`src/rtl/pst_pkg.sv`:
```
// ---------------------------------------------------------------------------
// pst_pkg
// Shared definitions for the pipelined sum tree:
//   pst_side_t      sideband flags that travel with each beat {acc, clr}
//   PST_SIDE_W      packed width of pst_side_t, used for port widths
//   pst_clog2       ceil(log2(n)); number of tree levels for n operands
//   pst_level_cnt   number of elements alive after k pairwise levels
//   pst_out_w       output / accumulator width for a given configuration
// ---------------------------------------------------------------------------
package pst_pkg;

  typedef struct packed {
    logic acc;  // beat joins the running accumulation
    logic clr;  // beat restarts the accumulation (only meaningful with acc)
  } pst_side_t;

  localparam int PST_SIDE_W = $bits(pst_side_t);

  function automatic int pst_clog2(input int n);
    int r;
    r = 0;
    while ((1 << r) < n) r++;
    return r;
  endfunction

  // Each level halves the element count, rounding up: an odd element is
  // paired with an implicit zero.
  function automatic int pst_level_cnt(input int n_ops, input int k);
    int n;
    n = n_ops;
    for (int i = 0; i < k; i++) n = (n + 1) / 2;
    return n;
  endfunction

  // One bit of growth per tree level, plus accumulator headroom.
  function automatic int pst_out_w(input int width, input int n_ops, input int acc_ext);
    return width + pst_clog2(n_ops) + acc_ext;
  endfunction

endpackage

```
`src/rtl/pipelined_sum_tree_level.sv`:
```
// ---------------------------------------------------------------------------
// pst_level
// One registered level of the balanced adder tree. Adjacent input elements
// are summed pairwise into results one bit wider; a trailing odd element is
// paired with zero so it passes through zero-extended. Valid and sideband
// flags are registered alongside the data. Everything holds when i_en is low.
//
// Ports:
//   clk      in   clock, rising edge
//   rst_n    in   asynchronous active-low reset (clears valid and sideband)
//   i_en     in   global pipeline advance
//   i_vld    in   incoming beat valid
//   i_side   in   incoming sideband flags (pst_side_t, packed)
//   i_data   in   N_IN packed elements of IN_W bits
//   o_vld    out  registered valid
//   o_side   out  registered sideband flags
//   o_data   out  ceil(N_IN/2) packed elements of IN_W+1 bits
// ---------------------------------------------------------------------------
module pst_level
  import pst_pkg::*;
#(
  parameter int N_IN = 4,
  parameter int IN_W = 8
) (
  input  logic                                  clk,
  input  logic                                  rst_n,
  input  logic                                  i_en,
  input  logic                                  i_vld,
  input  logic [PST_SIDE_W-1:0]                 i_side,
  input  logic [N_IN*IN_W-1:0]                  i_data,
  output logic                                  o_vld,
  output logic [PST_SIDE_W-1:0]                 o_side,
  output logic [((N_IN+1)/2)*(IN_W+1)-1:0]      o_data
);

  localparam int N_OUT = (N_IN + 1) / 2;
  localparam int W_OUT = IN_W + 1;
  localparam int PAD_W = 2 * N_OUT * IN_W;

  logic [PAD_W-1:0]       w_pad;
  logic [N_OUT*W_OUT-1:0] w_sum;

  logic                   r_vld_p0;
  logic [PST_SIDE_W-1:0]  r_side_p0;
  logic [N_OUT*W_OUT-1:0] r_sum_p0;

  // Zero-extend to an even element count so every output is a plain pair sum.
  assign w_pad = PAD_W'(i_data);

  always_comb begin
    w_sum = '0;
    for (int j = 0; j < N_OUT; j++) begin
      w_sum[j*W_OUT +: W_OUT] = W_OUT'(w_pad[(2*j)*IN_W +: IN_W])
                              + W_OUT'(w_pad[(2*j+1)*IN_W +: IN_W]);
    end
  end

  // ---- stage boundary: level register ----
  always_ff @(posedge clk or negedge rst_n) begin
    if (!rst_n) begin
      r_vld_p0  <= 1'b0;
      r_side_p0 <= '0;
    end else if (i_en) begin
      r_vld_p0  <= i_vld;
      r_side_p0 <= i_side;
    end
  end

  always_ff @(posedge clk) begin
    if (i_en) r_sum_p0 <= w_sum;
  end

  assign o_vld  = r_vld_p0;
  assign o_side = r_side_p0;
  assign o_data = r_sum_p0;

endmodule

```
`src/rtl/pipelined_sum_tree.sv`:
```
// ---------------------------------------------------------------------------
// pipelined_sum_tree
// Pipelined N_OPS-operand unsigned adder with one balanced tree level per
// register stage, a valid/ready handshake with a single global stall, and an
// optional running accumulator applied to beats leaving the last stage.
//
// Ports:
//   clk        in   clock, rising edge
//   rst_n      in   asynchronous active-low reset
//   in_valid   in   input beat valid
//   in_ready   out  beat accepted this cycle (= pipeline advance)
//   in_ops     in   N_OPS packed operands, op[i] = in_ops[i*WIDTH +: WIDTH]
//   in_acc     in   beat joins the running accumulation
//   in_clr     in   beat restarts the accumulation (ignored without in_acc)
//   out_valid  out  result valid
//   out_ready  in   consumer takes the result
//   out_sum    out  tree sum, or updated accumulator for acc beats
//   out_ovf    out  accumulator wrapped on this beat
// ---------------------------------------------------------------------------
module pipelined_sum_tree
  import pst_pkg::*;
#(
  parameter  int WIDTH   = 8,
  parameter  int N_OPS   = 4,
  parameter  int ACC_EXT = 4,
  localparam int LVL     = pst_clog2(N_OPS),
  localparam int SUM_W   = WIDTH + LVL,
  localparam int OUT_W   = pst_out_w(WIDTH, N_OPS, ACC_EXT)
) (
  input  logic                   clk,
  input  logic                   rst_n,
  input  logic                   in_valid,
  output logic                   in_ready,
  input  logic [N_OPS*WIDTH-1:0] in_ops,
  input  logic                   in_acc,
  input  logic                   in_clr,
  output logic                   out_valid,
  input  logic                   out_ready,
  output logic [OUT_W-1:0]       out_sum,
  output logic                   out_ovf
);

  // Modular add that also reports the carry out of OUT_W bits.
  function automatic logic [OUT_W:0] acc_wrap_add(input logic [OUT_W-1:0] a,
                                                  input logic [OUT_W-1:0] b);
    return {1'b0, a} + {1'b0, b};
  endfunction

  logic             w_adv;
  pst_side_t        w_side_in;
  logic             w_vld_out;
  pst_side_t        w_side_out;
  logic [SUM_W-1:0] w_tree_sum;
  logic [OUT_W-1:0] w_tree_ext;
  logic [OUT_W:0]   w_acc_add;
  logic [OUT_W-1:0] w_res;
  logic             w_ovf;

  logic [OUT_W-1:0] r_acc;

  // Every stage moves together; a held result stalls the whole tree.
  assign w_adv    = !w_vld_out || out_ready;
  assign in_ready = w_adv;

  assign w_side_in.acc = in_acc;
  assign w_side_in.clr = in_clr & in_acc;

  for (genvar k = 0; k < LVL; k++) begin : g_lvl
    localparam int NI = pst_level_cnt(N_OPS, k);
    localparam int WI = WIDTH + k;
    localparam int NO = pst_level_cnt(N_OPS, k + 1);
    localparam int WO = WI + 1;

    logic                  w_vin;
    logic [PST_SIDE_W-1:0] w_sin;
    logic [NI*WI-1:0]      w_din;
    logic                  w_vout;
    logic [PST_SIDE_W-1:0] w_sout;
    logic [NO*WO-1:0]      w_dout;

    if (k == 0) begin : g_head
      assign w_vin = in_valid;
      assign w_sin = w_side_in;
      assign w_din = in_ops;
    end else begin : g_link
      assign w_vin = g_lvl[k-1].w_vout;
      assign w_sin = g_lvl[k-1].w_sout;
      assign w_din = g_lvl[k-1].w_dout;
    end

    pst_level #(
      .N_IN (NI),
      .IN_W (WI)
    ) u_level (
      .clk    (clk),
      .rst_n  (rst_n),
      .i_en   (w_adv),
      .i_vld  (w_vin),
      .i_side (w_sin),
      .i_data (w_din),
      .o_vld  (w_vout),
      .o_side (w_sout),
      .o_data (w_dout)
    );
  end

  // The last tree level is the output register; the accumulator result is
  // formed from it and from r_acc, which holds the accumulation of all acc
  // beats that left before the one currently presented.
  assign w_vld_out  = g_lvl[LVL-1].w_vout;
  assign w_side_out = g_lvl[LVL-1].w_sout;
  assign w_tree_sum = g_lvl[LVL-1].w_dout;
  assign w_tree_ext = OUT_W'(w_tree_sum);
  assign w_acc_add  = acc_wrap_add(r_acc, w_tree_ext);

  always_comb begin
    w_res = w_tree_ext;
    w_ovf = 1'b0;
    if (w_side_out.acc && !w_side_out.clr) begin
      w_res = w_acc_add[OUT_W-1:0];
      w_ovf = w_acc_add[OUT_W];
    end
    if (!w_vld_out) begin
      w_res = '0;
      w_ovf = 1'b0;
    end
  end

  // ---- stage boundary: accumulator commit as the acc beat is handed off ----
  always_ff @(posedge clk or negedge rst_n) begin
    if (!rst_n) begin
      r_acc <= '0;
    end else if (w_adv && w_vld_out && w_side_out.acc) begin
      r_acc <= w_res;
    end
  end

  assign out_valid = w_vld_out;
  assign out_sum   = w_res;
  assign out_ovf   = w_ovf;

endmodule
```
`config.mk`:
```
export PLATFORM = sky130hd
export DESIGN_NAME = pipelined_sum_tree
export DESIGN_NICKNAME = d
export VERILOG_FILES = /design/src/rtl/pst_pkg.sv /design/src/rtl/pipelined_sum_tree_level.sv /design/src/rtl/pipelined_sum_tree.sv
export SDC_FILE = /design/constraint.sdc
export NUM_CORES = 1
export LEC_CHECK = 0
export BUFFER_PORTS_ARGS = -buffer_cell sky130_fd_sc_hd__buf_4
export CAP_MARGIN = 20
export CORE_UTILIZATION = 62
export DETAILED_ROUTE_END_ITERATION = 10
export HOLD_SLACK_MARGIN = 0.06
export PLACE_DENSITY = 0.87
export RECOVER_POWER = 50
export REMOVE_ABC_BUFFERS = 1
export SYNTH_ARGS = -nofsm -noshare
export SYNTH_HDL_FRONTEND = slang
export SYNTH_HIERARCHICAL = 1
export SYNTH_SLANG_ARGS = --single-unit
export TNS_END_PERCENT = 20
```
`constraint.sdc`:
```
create_clock -name clk -period 4.2 [get_ports clk]
set_input_delay 0 -clock clk [delete_from_list [all_inputs] [get_ports clk]]
set_output_delay 0 -clock clk [all_outputs]
set_load 0.005 [all_outputs]
```
==> summary.md <==
| Metric | Value |
|---|---|
| Reg clk slew, reported paths | 0.09 ns |
| Worst setup path start | g_lvl[1].u_level/o_vld |
| Vias after detailed routing | 2768 |
| First-pass GRT wire length | 11.77 mm |
| Max Cap Viol | 1 |
| Port Buf Inserts | 54 |
| CTS Sinks | 48 |
| Root Buffer Master | sky130_fd_sc_hd__clkbuf_8 |
| Count of warnings emitted by yosys | 6 |
| Unrepaired setup endpoints after global routing | false |
| Placed cells | 441 |
| Inserted Diodes | 0 |
| Die Area | 0.005787 mm² |
| Main flop type after synthesis | sky130_fd_sc_hd__edfxtp_1 |
| Post-layout min period | 2.704 ns |
| Fraction of synthesis flops using an asynchronous set or reset pin | 41.67% |
| Count of final max-slew check failures | 36 |
| Final Cell Area | 0.004036 mm² |
| Final period utilization | 64.39% |
| # DRC | 0 |
| Total Neg Setup Slack | 0 ns |
| Total Nets Final | 466 |
| Gr ovfl total | 0 |
| Arrival time of data at the critical path endpoint | 2.70 ns |
| Final setup violation count | 0 |
| Non-filler instance count after layout | 460 |
| Detail-routed net length per standard cell | 15.03 µm |
| Number of cells produced by synthesis | 326 |
| Number of library cell types mapped by synthesis | 58 |
| Power after layout | 2.372 mW |
| ANT nets after route | 0 |
| Number of enable flip-flop cells after synthesis | 28 |
| Layout cell share with drive strength beyond 1 | 20.26% |
| Share of synthesized area occupied by flip-flops and latches | 39.43% |
| Yosys reg bits | 48 |
| Number of global-route vias before repair | 2705 |
| Std-Cell Core Area | 0.005205 mm² |
| Initial antenna violation count | 0 |
| Most frequent cells in the layout | sky130_fd_sc_hd__buf_4 (49), sky130_fd_sc_hd__ha_1 (35), sky130_fd_sc_hd__nand2_1 (29) |
| Starting density of the core | 65.36% |
| Combined area of all synthesized cells | 0.003402 mm² |
| Critical path type | flip-flop to output port |
| Failing checks | capacitance limit, slew limit |
| Highest achievable clock rate | 369.8 MHz |
| Clock insertion delay at the later pin of the skew report | 0.30 ns |
| Count of standard-cell rows | 26 |
| Category of the worst setup path launch point | flip-flop |
| Placed Instance Area | 0.003855 mm² |
| Worst Hold Launch | in_ops[1] |
| Maximum vdd ir drop | 0.2681 mV |
| Final estimated routing congestion in global placement | 0.8742 |
| Kind of capture point of the worst setup path | output port |
| Average via count per standard cell | 6.017 |
| Area Growth Syn to Fin | 18.65% |
| Largest net degree at the start of global routing | 36 |
| Die Height | 76.08 µm |
| TritonCTS Buffers | 5 |
| Most common cell after layout, fill and taps aside | sky130_fd_sc_hd__buf_4 |
| Num ports | 55 |
| Fillers | 366 |
| Run status | finished, violations left |
| Worst relative slew slack | -17.70% |
| First-iteration detailed-routing DRC count | 139 |
| Total routing resource utilization after global routing | 25.29% |
| HPWL after detailed placement | 5.123 mm |
| HP Class | primary input to flip-flop |
| Data required time of the worst path | 4.20 ns |
| CTS H-tree depth | 2 |
| Syn avg cell area | 10.44 µm² |
| Final hold vios | 0 |
| Power Dens Cells | 587.6 mW/mm² |
| Transition at the pin with the smallest max-transition slack | 1.766 ns |
| Post-detailed-routing wire length | 6.915 mm |
| Final Skew | 0.007226 ns |
| TritonCTS clock tree | built |
| X dimension of the die | 76.08 µm |
| Cell leakage power | 1.832 nW |
| First drt pass iteration count | 4 |
| CTS Buffer Depth | 2 |
| Startpoint of the most critical register-to-register path | g_lvl[1].u_level/o_vld |
| Critical path fanouts, max | 35 |
==> cell type report <==
cell class | count | area (µm²) | share of cell area [%]
inverter | 9 | 33.78 | 0.8370
tap | 70 | 87.58 | 2.170
clock inverter | 3 | 17.52 | 0.4340
sequential | 48 | 1341 | 33.23
clock buffer | 5 | 68.82 | 1.705
multi-input combinational | 259 | 1976 | 48.95
timing repair buffer | 66 | 511.7 | 12.68
==> flip-flops by register name, summed over array words and instances, names as in the netlist <==
signal,flops
g_lvl.u_level/o_side,4
g_lvl.u_level/o_data,28
g_lvl.u_level/o_vld,2
r_acc,14
==> cells by family (layout without fill, tap and decap cells) <==
family / count (synthesis) / count (layout) / share of synthesized area, %
and+or+nand+nor: 97 / 97 / 14.67
xor gates and xnor gates: 22 / 22 / 5.664
AOI/OAI and AO/OA: 91 / 91 / 19.31
DFF: 48 / 48 / 39.43
buffers and inverters: 19 / 83 / 2.390
adders and majority gates: 39 / 39 / 15.23
muxes: 10 / 10 / 3.310
==> path summary, 6_finish.rpt <==
check,end,slack (ns),depth (start not counted)
min in group asynchronous,r_acc[1],0.44,2
hold reg to reg,g_lvl[1].u_level/o_vld,0.51,1
hold / removal,g_lvl[0].u_level/o_data[1],0.07,2
max in group asynchronous,r_acc[7],3.07,2
setup / recovery,in_ready,1.50,3
setup reg to reg,g_lvl[0].u_level/o_side[1],1.51,3
==> metrics by stage <==
step,hold WS [ns],worst slack [ns],util [%]
after global routing,0.08034,1.285,77.55
after CTS,0.06575,1.524,77.84
after global placement,-0.1011,1.922,74.06
after detailed placement,-0.09503,1.845,74.06
final,0.07264,1.496,77.55
after floorplan,-0.2956,2.019,-
==> metal layers <==
layer / vias to the layer above / GRT usage, % / wire [µm]
met5: - / 0 / 0
met4: 0 / 9.808 / 119
met3: 14 / 3.593 / 284
met2: 83 / 47.55 / 3681
met1: 1320 / 28.77 / 2831
li1: 1351 / - / -
==> Yosys cell counts (2+ instances only) <==
library cell                number  share of area (%)
sky130_fd_sc_hd__o21ai_0        11                1.6
sky130_fd_sc_hd__or3_1           2               0.37
sky130_fd_sc_hd__edfxtp_1       28                 25
sky130_fd_sc_hd__o21a_1          6                1.3
sky130_fd_sc_hd__nand4_1         3               0.55
sky130_fd_sc_hd__nand2b_1        4               0.74
sky130_fd_sc_hd__a21oi_1        20                2.9
sky130_fd_sc_hd__inv_1           9               0.99
sky130_fd_sc_hd__a21oi_2         2               0.51
sky130_fd_sc_hd__clkbuf_1        4               0.44
sky130_fd_sc_hd__and2_1          8                1.5
sky130_fd_sc_hd__a31o_2          3               0.77
sky130_fd_sc_hd__a21o_1         13                2.9
sky130_fd_sc_hd__nand2_1        29                3.2
sky130_fd_sc_hd__mux2_2         10                3.3
sky130_fd_sc_hd__a221oi_1        2               0.51
sky130_fd_sc_hd__xor2_1         11                2.8
sky130_fd_sc_hd__dfrtp_1        20                 15
sky130_fd_sc_hd__o211ai_1        5                1.1
sky130_fd_sc_hd__ha_1           35                 13
sky130_fd_sc_hd__buf_2           5               0.74
sky130_fd_sc_hd__a211o_1         2               0.51
sky130_fd_sc_hd__o2111ai_1       5                1.3
sky130_fd_sc_hd__o211a_1         2               0.59
sky130_fd_sc_hd__nor2_1         14                1.5
sky130_fd_sc_hd__a21boi_0        2               0.44
sky130_fd_sc_hd__and3_1          5               0.92
sky130_fd_sc_hd__fa_1            4                2.4
sky130_fd_sc_hd__nor3_1          8                1.2
sky130_fd_sc_hd__nand3_1        12                1.8
sky130_fd_sc_hd__xnor2_1        11                2.8
sky130_fd_sc_hd__nand3b_1        2               0.44
sky130_fd_sc_hd__nor2b_1         2               0.37
sky130_fd_sc_hd__a31oi_1         2               0.37
sky130_fd_sc_hd__o21bai_1        2               0.44
==> critical path, stage by stage, from the launching register on <==
cell                       delay, ns
sky130_fd_sc_hd__dfrtp_1        0.63
sky130_fd_sc_hd__nand2b_1       0.19
sky130_fd_sc_hd__clkbuf_1       1.29
sky130_fd_sc_hd__buf_4          0.29
==> what timing repair did <==
| item | in CTS | in global routing |
|---|---|---|
| buffers inserted | 0 | 0 |
| gates resized for setup | 0 | 0 |
| hold buffers | 11 | 0 |
| endpoints found under the hold margin | 27 | 0 |
==> report_power, final <==
| group | switching (mW) | internal, mW |
|---|---|---|
| clock network | 0.155 | 0.117 |
| registers | 0.131 | 0.698 |
| logic | 0.680 | 0.590 |
| total | 0.967 | 1.40 |
(Power assumes the default switching activity.)
